--- config.mk ---
export PLATFORM = sky130hd
export DESIGN_NAME = hazard_grid_encoder
export DESIGN_NICKNAME = d
export VERILOG_FILES = /design/src/rtl/hazard_pkg.sv /design/src/rtl/hazard_box_cells.sv /design/src/rtl/hazard_grid_encoder.sv
export SDC_FILE = /design/constraint.sdc
export NUM_CORES = 1
export LEC_CHECK = 0
export CORE_AREA = 3 3 291 293
export CTS_BUF_LIST = sky130_fd_sc_hd__clkbuf_4 sky130_fd_sc_hd__clkbuf_8
export CTS_CLUSTER_DIAMETER = 150
export CTS_CLUSTER_SIZE = 10
export DETAILED_ROUTE_END_ITERATION = 10
export DIE_AREA = 0 0 294 296
export MAX_ROUTING_LAYER = met4
export PLACE_DENSITY_LB_ADDON = 0.1
export SKIP_CTS_REPAIR_TIMING = 1
export SLEW_MARGIN = 30
export SYNTH_ARGS = -nofsm -noshare
export SYNTH_HDL_FRONTEND = slang
export SYNTH_SLANG_ARGS = --single-unit
--- constraint.sdc ---
create_clock -name clk -period 4.95 [get_ports clk]
set_input_delay 0.99 -clock clk [delete_from_list [all_inputs] [get_ports clk]]
set_output_delay 0.99 -clock clk [all_outputs]
set_load 0.01 [all_outputs]
--- src/rtl/hazard_pkg.sv ---
// Shared types and geometry for the hazard grid encoder.
// Optional occupancy counter is enabled with HAZARD_OCC_COUNT_EN.
package hazard_pkg;

  localparam int N_SLOTS   = 16;
  localparam int COORD_W   = 11;
  localparam int GRID_ROWS = 4;
  localparam int GRID_COLS = 8;
  localparam int CELL_W    = 160;
  localparam int CELL_H    = 180;
  localparam int N_CELLS   = GRID_ROWS * GRID_COLS;

  typedef logic [COORD_W-1:0] coord_t;

  typedef struct packed {
    coord_t top;
    coord_t left;
    coord_t bottom;
    coord_t right;
  } box_t;

  function automatic logic [5:0] popcount32(input logic [N_CELLS-1:0] v);
    logic [5:0] cnt;
    cnt = '0;
    for (int i = 0; i < N_CELLS; i++) begin
      cnt = cnt + 6'(v[i]);
    end
    return cnt;
  endfunction

endpackage

--- src/rtl/hazard_box_cells.sv ---
// Combinational cell mask for one hazard box: bit r*8+c set when the box
// overlaps cell (r,c). Cell edges are compile-time 12-bit constants.
module hazard_box_cells
  import hazard_pkg::*;
(
  input  box_t               box_i,
  input  logic               active_i,
  output logic [N_CELLS-1:0] mask_o
);

  logic box_valid;
  logic [11:0] top_x, left_x, bottom_x, right_x;

  assign top_x    = {1'b0, box_i.top};
  assign left_x   = {1'b0, box_i.left};
  assign bottom_x = {1'b0, box_i.bottom};
  assign right_x  = {1'b0, box_i.right};

  // Degenerate boxes never mark anything.
  assign box_valid = active_i && (left_x <= right_x) && (top_x <= bottom_x);

  genvar gi;
  generate
    for (gi = 0; gi < N_CELLS; gi++) begin : g_cell
      localparam logic [11:0] X_LO = 12'(CELL_W * (gi % GRID_COLS));
      localparam logic [11:0] X_HI = 12'(CELL_W * (gi % GRID_COLS) + CELL_W - 1);
      localparam logic [11:0] Y_LO = 12'(CELL_H * (gi / GRID_COLS));
      localparam logic [11:0] Y_HI = 12'(CELL_H * (gi / GRID_COLS) + CELL_H - 1);

      assign mask_o[gi] = box_valid
                          && (left_x <= X_HI) && (right_x >= X_LO)
                          && (top_x <= Y_HI) && (bottom_x >= Y_LO);
    end
  endgenerate

endmodule

--- src/rtl/hazard_grid_encoder.sv ---
// Encodes up to 15 hazard boxes into a registered 4x8 occupancy map.
// Define HAZARD_OCC_COUNT_EN to add the registered occ_count output.
module hazard_grid_encoder
  import hazard_pkg::*;
(
  input  logic               clk,
  input  logic               rst_n,
  input  logic [3:0]         num_hazards,
  input  logic [COORD_W-1:0] top    [N_SLOTS],
  input  logic [COORD_W-1:0] left   [N_SLOTS],
  input  logic [COORD_W-1:0] bottom [N_SLOTS],
  input  logic [COORD_W-1:0] right  [N_SLOTS],
  output logic [15:0]        vec1,
  output logic [15:0]        vec2
`ifdef HAZARD_OCC_COUNT_EN
  ,
  output logic [5:0]         occ_count
`endif
);

  logic [N_CELLS-1:0] slot_mask [N_SLOTS];
  logic [N_CELLS-1:0] map_d, map_q;

  genvar gi;
  generate
    for (gi = 0; gi < N_SLOTS; gi++) begin : g_slot
      box_t slot_box;
      logic slot_active;

      assign slot_box    = '{top: top[gi], left: left[gi], bottom: bottom[gi], right: right[gi]};
      assign slot_active = (4'(gi) < num_hazards);

      hazard_box_cells u_cells (
        .box_i    (slot_box),
        .active_i (slot_active),
        .mask_o   (slot_mask[gi])
      );
    end
  endgenerate

  always_comb begin
    map_d = '0;
    for (int i = 0; i < N_SLOTS; i++) begin
      map_d = map_d | slot_mask[i];
    end
  end

  always_ff @(posedge clk) begin
    if (!rst_n) begin
      map_q <= '0;
    end else begin
      map_q <= map_d;
    end
  end

  assign vec1 = map_q[15:0];
  assign vec2 = map_q[31:16];

`ifdef HAZARD_OCC_COUNT_EN
  logic [5:0] occ_count_q;

  always_ff @(posedge clk) begin
    if (!rst_n) begin
      occ_count_q <= '0;
    end else begin
      occ_count_q <= popcount32(map_d);
    end
  end

  assign occ_count = occ_count_q;
`endif

endmodule

---- Word-level counts from Yosys, hierarchy flattened ----
Index checks and enable logic that the tools add are counted.
storage, ports and cells
  bits in read-only memories .............. 0
  bits in writable memories ............... 0
  output and inout port bits .............. 32
  flip-flop bits (word level) ............. 32
  memories kept ........................... 0
  latch bits .............................. 0
  input port bits ......................... 710
operators by class
  muxes and demuxes ....................... 0
  bitwise logic cells ..................... 15
  shifts and indexed selects .............. 0
  divide/modulo/power cells ............... 0
  reduce and logical (&&, ||, !) cells .... 1312
  $add $sub $neg .......................... 0
  multipliers ............................. 0
  order comparisons ....................... 432
  eq/ne operators ......................... 0
operator list
  cell                                                              count
  logical AND 1 bit                                                 1312
  less-or-equal comparator 11 x 10 -> 1 bit, second input constant  80
  >= comparator 11 x 10 -> 1 bit, second input constant             64
  >= comparator 11 x 9 -> 1 bit, second input constant              48
  less-or-equal comparator 11 x 9 -> 1 bit, second input constant   48
  bitwise OR 32 bit                                                 15
  >= comparator 11 x 1 -> 1 bit, second input constant              32
  >= comparator 11 x 8 -> 1 bit, second input constant              32
  less-or-equal comparator 11 bit                                   32
  less-or-equal comparator 11 bit, second input constant            32
  less-or-equal comparator 11 x 8 -> 1 bit, second input constant   32
  >= comparator 11 bit, second input constant                       16
  less-than comparator 4 bit, first input constant                  8
  less-than comparator 3 x 4 -> 1 bit, first input constant         4
  less-than comparator 1 x 4 -> 1 bit, first input constant         2
  less-than comparator 2 x 4 -> 1 bit, first input constant         2

---- Longest topological paths before layout ----
  depth in word-level cells ............... 22
  depth in mapped cells ................... 12
  depth with buffers taken out ............ 10

---- Modules after synthesis ----
From an unflattened synthesis, not the netlist that was laid out.
unflattened totals
  cells, all modules ...................... 2953
  area, all modules ....................... 20239.4 µm²
modules (own cells, without submodules)
  module                                     cells each  times used  sequential area each (µm²)  area an instance (µm²)
  hazard_box_cells at g_slot[0].u_cells ...  170         15          0.0                         1137.3
  hazard_grid_encoder                        220         1           640.6                       1880.6
  hazard_box_cells at g_slot[1].u_cells      183         1           0.0                         1298.7

---- Least setup slack after synthesis ----
Ideal clock, no wire load.
  kind .................................... input port to flip-flop
  start ................................... in right[61] in the netlist's numbering
  end ..................................... reg map_q[0]
  stages on the path ...................... 11
  arrival ................................. 3396 ps
  setup slack ............................. 1429 ps
  required time ........................... 4825 ps
  path through ............................ inv_1 > ha_1 > o21a_1 > o22ai_1 > or3_1 > o2111ai_4 > or3_1 > buf_6 > o221ai_1 > or4_1 > o41a_1
on the way
  word-level cells in the longest chain between the ends .. 13
  elaborated cells on any way between the ends .. 14
  classes of those cells .................. order compare: 2; bitwise: 6; reduce/logical: 6
RTL lines
  what                               line                       RTL
  start, declared                    hazard_grid_encoder.sv:12  input logic [COORD_W-1:0] right [N_SLOTS],
  less-or-equal comparator 11 bit    hazard_box_cells.sv:20     assign box_valid = active_i && (left_x <= right_x) && (top_x <= bottom_x);
  logical AND 1 bit (2 in series)    hazard_box_cells.sv:20
  logical AND 1 bit                  hazard_box_cells.sv:31     && (left_x <= X_HI) && (right_x >= X_LO)
  logical AND 1 bit *                hazard_box_cells.sv:31
  logical AND 1 bit * (2 in series)  hazard_box_cells.sv:32     && (top_x <= Y_HI) && (bottom_x >= Y_LO);
  bitwise OR 32 bit * (6 in series)  hazard_grid_encoder.sv:44  map_d = map_d | slot_mask[i];
  end signal, assigned               hazard_grid_encoder.sv:52  map_q <= map_d;
  end, declared                      hazard_grid_encoder.sv:22  logic [N_CELLS-1:0] map_d, map_q;
Every way passes the cells marked *; elsewhere a longest branch is shown, timed or not.
A chain may end at the register's enable or synchronous reset.

---- Worst setup path after layout ----
  start ................................... in right[64] in the netlist's numbering
  end ..................................... reg map_q[12]
The elaborated chain is that of the path after synthesis.

==> impl_metrics.yaml <==
cells_and_area:
  design_area_sq_um: 27400
  nFillCells: 8969
  final-seq-area_sq_um: 641
  nNetsFinal: 4507
  layout_commonest_cell: "clkdlybuf4s50_1"
  multiInputGateArea_sq_um: 15900
  top_register: "map_q"
  largest_reg_flops: 32
  largestRegisters: "map_q: 32 flops"
  postLayoutCoreUtil: 0.334
  drive_gt1_frac: 0.0539
  mostFrequentLayoutCells: "clkdlybuf4s50_1, inv_1, ha_1"
  syn2layout_area_growth_pct: 50.5
global_route:
  busiest_layer: "met2"
  grtUsageMet2: 0.422
  global_route.usage.total: 0.253
  met3_usage: 0.0428
  grtUsageMet1: 0.313
  grt_antenna_before_repair: 20
  grt_pass1_vias: 24600
  overflow: 0
  grt_max_degree: 22
  grt_first_pass_wirelength_microns: 162000
place:
  dp_hpwl_microns: 101000
  numPortBuffers: 697
  place_congestion: 1.02
  place_area_sq_um: 27300
critical_path:
  cp.required_ns: 5.22
  crit_family: "compound AO/OA/AOI/OAI gates"
  critPathCaptureType: "flip-flop"
  critPathKind: "in2reg"
  cp.depth: 12
  arrival_ns: 4.67
  crit_fanout: 5
  cp_slowest_cell: "clkdlybuf4s50_1"
  crit_chain: "clkdlybuf4s50_1, inv_1, ha_1, nand2_1, or4_4, a2111oi_4, o2111ai_4, buf_4, or2_2, o2111ai_1, a2111o_1, o31a_1"
  start_kind: "input pin"
  crit_buf_inv: 3
  crit_path_max_incr_delay_ns: 0.62
timing:
  hold_viol: 0
  fin_crit_ns: 4.40
  max_freq_mhz: 227
  slew_violations: 0
  setup_viol: 0
  worstMarginPinSlew_ns: 0.927
  relSlewSlack: 0.366
  rsz0062_at_grt: "false"
  setup_tns_ns: 0
  period_share: 0.889
job:
  cap_violations: 0
die:
  die_w_microns: 294
  core_sq_um: 82100
  start_util: 0.222
  io_pins: 742
  num_rows: 105
  dieArea_sq_um: 87000
  die_h_microns: 296
worst_hold_path:
  whs_path_depth: 3
  hold_start: "rst_n"
  hold_end: "map_q[19]$_SDFF_PN0_"
  hp-class: "in2reg"
route:
  drt_iter0_drc: 1709
  drc: 0
  ant_nets: 0
  firstDrtPassIters: 6
  routed_wl_microns: 114000
  vias: 25300
  wl_per_cell_microns: 24.9
  vias_per_cell: 5.56
yosys:
  yosysTopAreaCell: "ha_1"
  async_flop_share: 0
  synth-edff-count: 0
  syn_nets: 3720
  synth_cell_type_count: 90
  syn-cell-area_sq_um: 18200
  ys_ff_latch: 32
  synth_area_leaders: "ha_1, inv_1, o21ai_0"
  ys_warn_count: 0
  synthCells: 2680
  synth_seq_area_share: 0.0352
  synth-main-ff-cell: "dfxtp_1"
  yosysTopAreaCellShare: 0.227
  avgSynthCellArea_sq_um: 6.80
outcome:
  status: "finished, final reports clean"
power_and_ir_drop:
  totalPowerFinal_mw: 2.84
  p_leak_nw: 11.4
  powerDensity_nw_per_um2: 104
  peakVddDrop_mv: 0.0825
cts:
  cts_tree: "done"
  clock_sinks: 32
  cts_buffers: 5
  clk_path_buf_depth: 2
  cts.htree.levels: 2
  clkTransAtPathRegs_ns: 0.09
  cts-root-buf: "clkbuf_8"
-- cell usage after synthesis, types with 9 or more instances --
cell type  number
a41oi_1        26
nand3_1       140
dfxtp_1        32
a211o_1        15
a22oi_1        15
nand2b_1       16
o31ai_1        11
inv_1         411
o22ai_1        28
a21oi_1       153
a2111o_1       14
o211ai_1       39
o221ai_1       20
nor2b_1        22
o2111ai_1      26
a311oi_1       14
a221oi_1       36
o21ai_0       197
nor4_1         59
nand2_1       175
nor2_1        149
a22o_1         12
nor3_1         94
or3_1          28
nand3b_1       17
a211oi_1       62
and3_1         24
clkbuf_1       28
o31a_1         11
or4_1          17
and2_1         10
o41ai_1        16
nand4_1        97
o211a_1        30
o311a_1         9
or2_2          22
a31oi_1        26
a2111oi_0      34
ha_1          330
o32ai_1        11
and4_1         17
o311ai_0       17
o21a_1         28
-- worst max-delay path by stage --
stage,from,end
2_1_floorplan,right[61],map_q[0]$_SDFF_PN0_
3_3_place_gp,right[64],map_q[12]$_SDFF_PN0_
3_5_place_dp,right[138],map_q[28]$_SDFF_PN0_
4_1_cts,right[138],map_q[28]$_SDFF_PN0_
5_1_grt,right[138],map_q[24]$_SDFF_PN0_
6_report,right[64],map_q[12]$_SDFF_PN0_
-- report_power, final --
part           leakage, nW  total, mW  internal, mW  switching (mW)
Clock               0.0405      0.231        0.0997           0.131
Combinational         11.1       2.33          1.06            1.27
Sequential           0.260      0.284         0.276         0.00733
-- metal layers --
metal	up-vias	share of wire
li1	12100	-
met1	12000	0.43
met2	1024	0.47
met3	177	0.069
met4	0	0.033
met5	-	0
-- area by class of cell --
cell class / instances / share of cell area
Antenna cell: 22 / 0.00201
Clock buffer: 5 / 0.00251
Clock inverter: 3 / 0.000867
Inverter: 411 / 0.0563
Multi-Input combinational cell: 2198 / 0.578
Sequential cell: 32 / 0.0234
Tap cell: 1070 / 0.0488
Timing Repair Buffer: 819 / 0.288
-- kinds of logic after synthesis --
group                      after synthesis  synth area share
DFF                                     32            0.0352
and+or+nand+nor                        930             0.270
muxes                                    1          0.000550
buffers and inverters                  450            0.0955
AOI/OAI and AO/OA                      937             0.372
adders and majority gates              330             0.227
-- per-stage QoR --
| stage | hold slack [ns] | instances | setup slack (ns) |
|---|---|---|---|
| finish | 1.42 | 4560 | 0.548 |
| global route | 1.45 | 4558 | 0.332 |
| floorplan | 1.12 | 2680 | 1.43 |
| detailed placement | 1.77 | 4530 | 0.284 |
| global placement | 1.77 | 4530 | 0.365 |
| CTS | 1.42 | 4538 | 0.600 |
No activity file was read; power rests on OpenSTA's default activity.
==> edit (same flow settings) <==
`GRID_COLS`: 8 -> 9.
--- a/src/rtl/hazard_pkg.sv
+++ b/src/rtl/hazard_pkg.sv
@@ -7,3 +7,3 @@
   localparam int GRID_ROWS = 4;
-  localparam int GRID_COLS = 8;
+  localparam int GRID_COLS = 9;
   localparam int CELL_W    = 160;
Check against the original RTL: not equivalent (Yosys sat finds a counterexample within 4 cycles, from zero or initial values and one cycle with rst_n low).
==> edit against the unedited design <==
  * Non-clock buffer count rose by 20
  * Fmax fell by 4.0%
  * Highest routed layer unchanged
  * Worst setup slack got worse by 180 ps
  * Routed wire length fell by 5.2%
  * Cell area barely moved
  * Sequential cell count did not move
  * Final cell count barely moved
  * Synthesized area fell by 1.1%
  * Power fell by 2.2%
==> edit: results (changes against the unedited design) <==
Placement
  • Post-DP HPWL: 95100 um (-6.0%)
  • Placed cell area: 27300 um2 (+0.19%)

Final layout
  • Clk cell area share: 0.00356 (+0.000179)
  • Final Non-Filler Cells: 4563 (+0.066%)
  • # diodes: 9 (-59%)
  • Layout non-clock buf frac: 0.293 (+0.00513)
  • Fill count: 8920 (-0.55%)
  • Clock buf count: 7 (+2)
  • Fraction of layout instances using a drive strength above 1: 0.0577 (+0.00377)
  • Fin nets: 4523 (+0.36%)
  • Buffers, non-clock: 839 (+2.4%)

GRT
  • Vias in the first global route: 24000 (-2.2%)
  • First-pass GRT wire length: 154000 um (-5.2%)
  • GRT Resource Usage Total: 0.238 (-0.0154)
  • Initial antenna violation count: 10 (-50%)

Outcome
  • Status: completed

Power
  • Peak supply drop: 59.7 uV (-28%)
  • Pwr dens: 101 nW/um2 (-2.3%)

Logic synthesis
  • Cell variety after synth: 80 (-11%)
  • Post-synth top cells: inv_1, ha_1, o21ai_0, nand2_1, a21oi_1
  • Synth top area cells: ha_1, inv_1, o21ai_0

Worst hold path
  • Hold Path Stages: 5 (+2)

Drt
  • Routed WL: 108000 um (-5.2%)
  • DRT iter0 DRCs: 2054 (+20%)
  • Vias post-DR: 24800 (-2.1%)

Timing
  • Worst Tran Pin Value: 1060 ps (+129 ps)

Setup path
  • Slowest stage delay, CP: 930 ps (+310 ps)
## edit: cell count changes after synthesis, sizes merged, moves of 14 or more
cell / unedited run / this run
a21oi: 153 / 178
inv: 411 / 390
nand2: 175 / 190
nand3: 140 / 114
nor2: 149 / 175
o2111ai: 27 / 44
o21ai: 197 / 211
o22ai: 28 / 13
or3: 31 / 8
## edit: routing by layer
layer,wire (um),global-route usage,vias to the layer above
li1,-,-,12100
met1,46000,0.292,11600
met2,52400,0.409,924
met3,6810,0.0380,124
met4,2590,0.0528,0
met5,0,-,-
## edit: cells by family (layout without fill, tap and decap cells)
logic type | after synthesis | after routing | synth area share
mux | 1 | 1 | 0.000625
simple gates | 880 | 880 | 0.249
flops | 32 | 32 | 0.0356
buf+inv | 424 | 1237 | 0.0887
compound gates | 1004 | 1004 | 0.397
other cells | 0 | 9 | 0
fa+ha+maj | 330 | 330 | 0.229
## edit: where the power goes
group | internal (W) | total, W | switching (W) | leakage, nW
logic | 0.00105 | 0.00226 | 0.00121 | 11.2
registers | 0.000274 | 0.000280 | 0.00000556 | 0.260
clock network | 0.000119 | 0.000234 | 0.000115 | 0.0479
total | 0.00145 | 0.00278 | 0.00133 | 11.5
## edit: worst paths after layout
check	startpoint	endpoint	slack, ps
setup / recovery	right[173]	map_q[7]$_SDFF_PN0_	370
hold / removal	right[32]	map_q[25]$_SDFF_PN0_	1710
## edit: through the flow
stage	hold slack, ps	total power (W)
final	1710	0.00278
after global placement	1800	0.00254
after CTS	1730	0.00277
after floorplan	1220	0.00123
after global routing	1740	0.00302
after detailed placement	1790	0.00253
## edit: tightest hold or removal path, delay by kind of cell
family | cells | cell delay, ps
compound gates | 1 | 100
buf+inv | 2 | 580
simple gates | 2 | 260
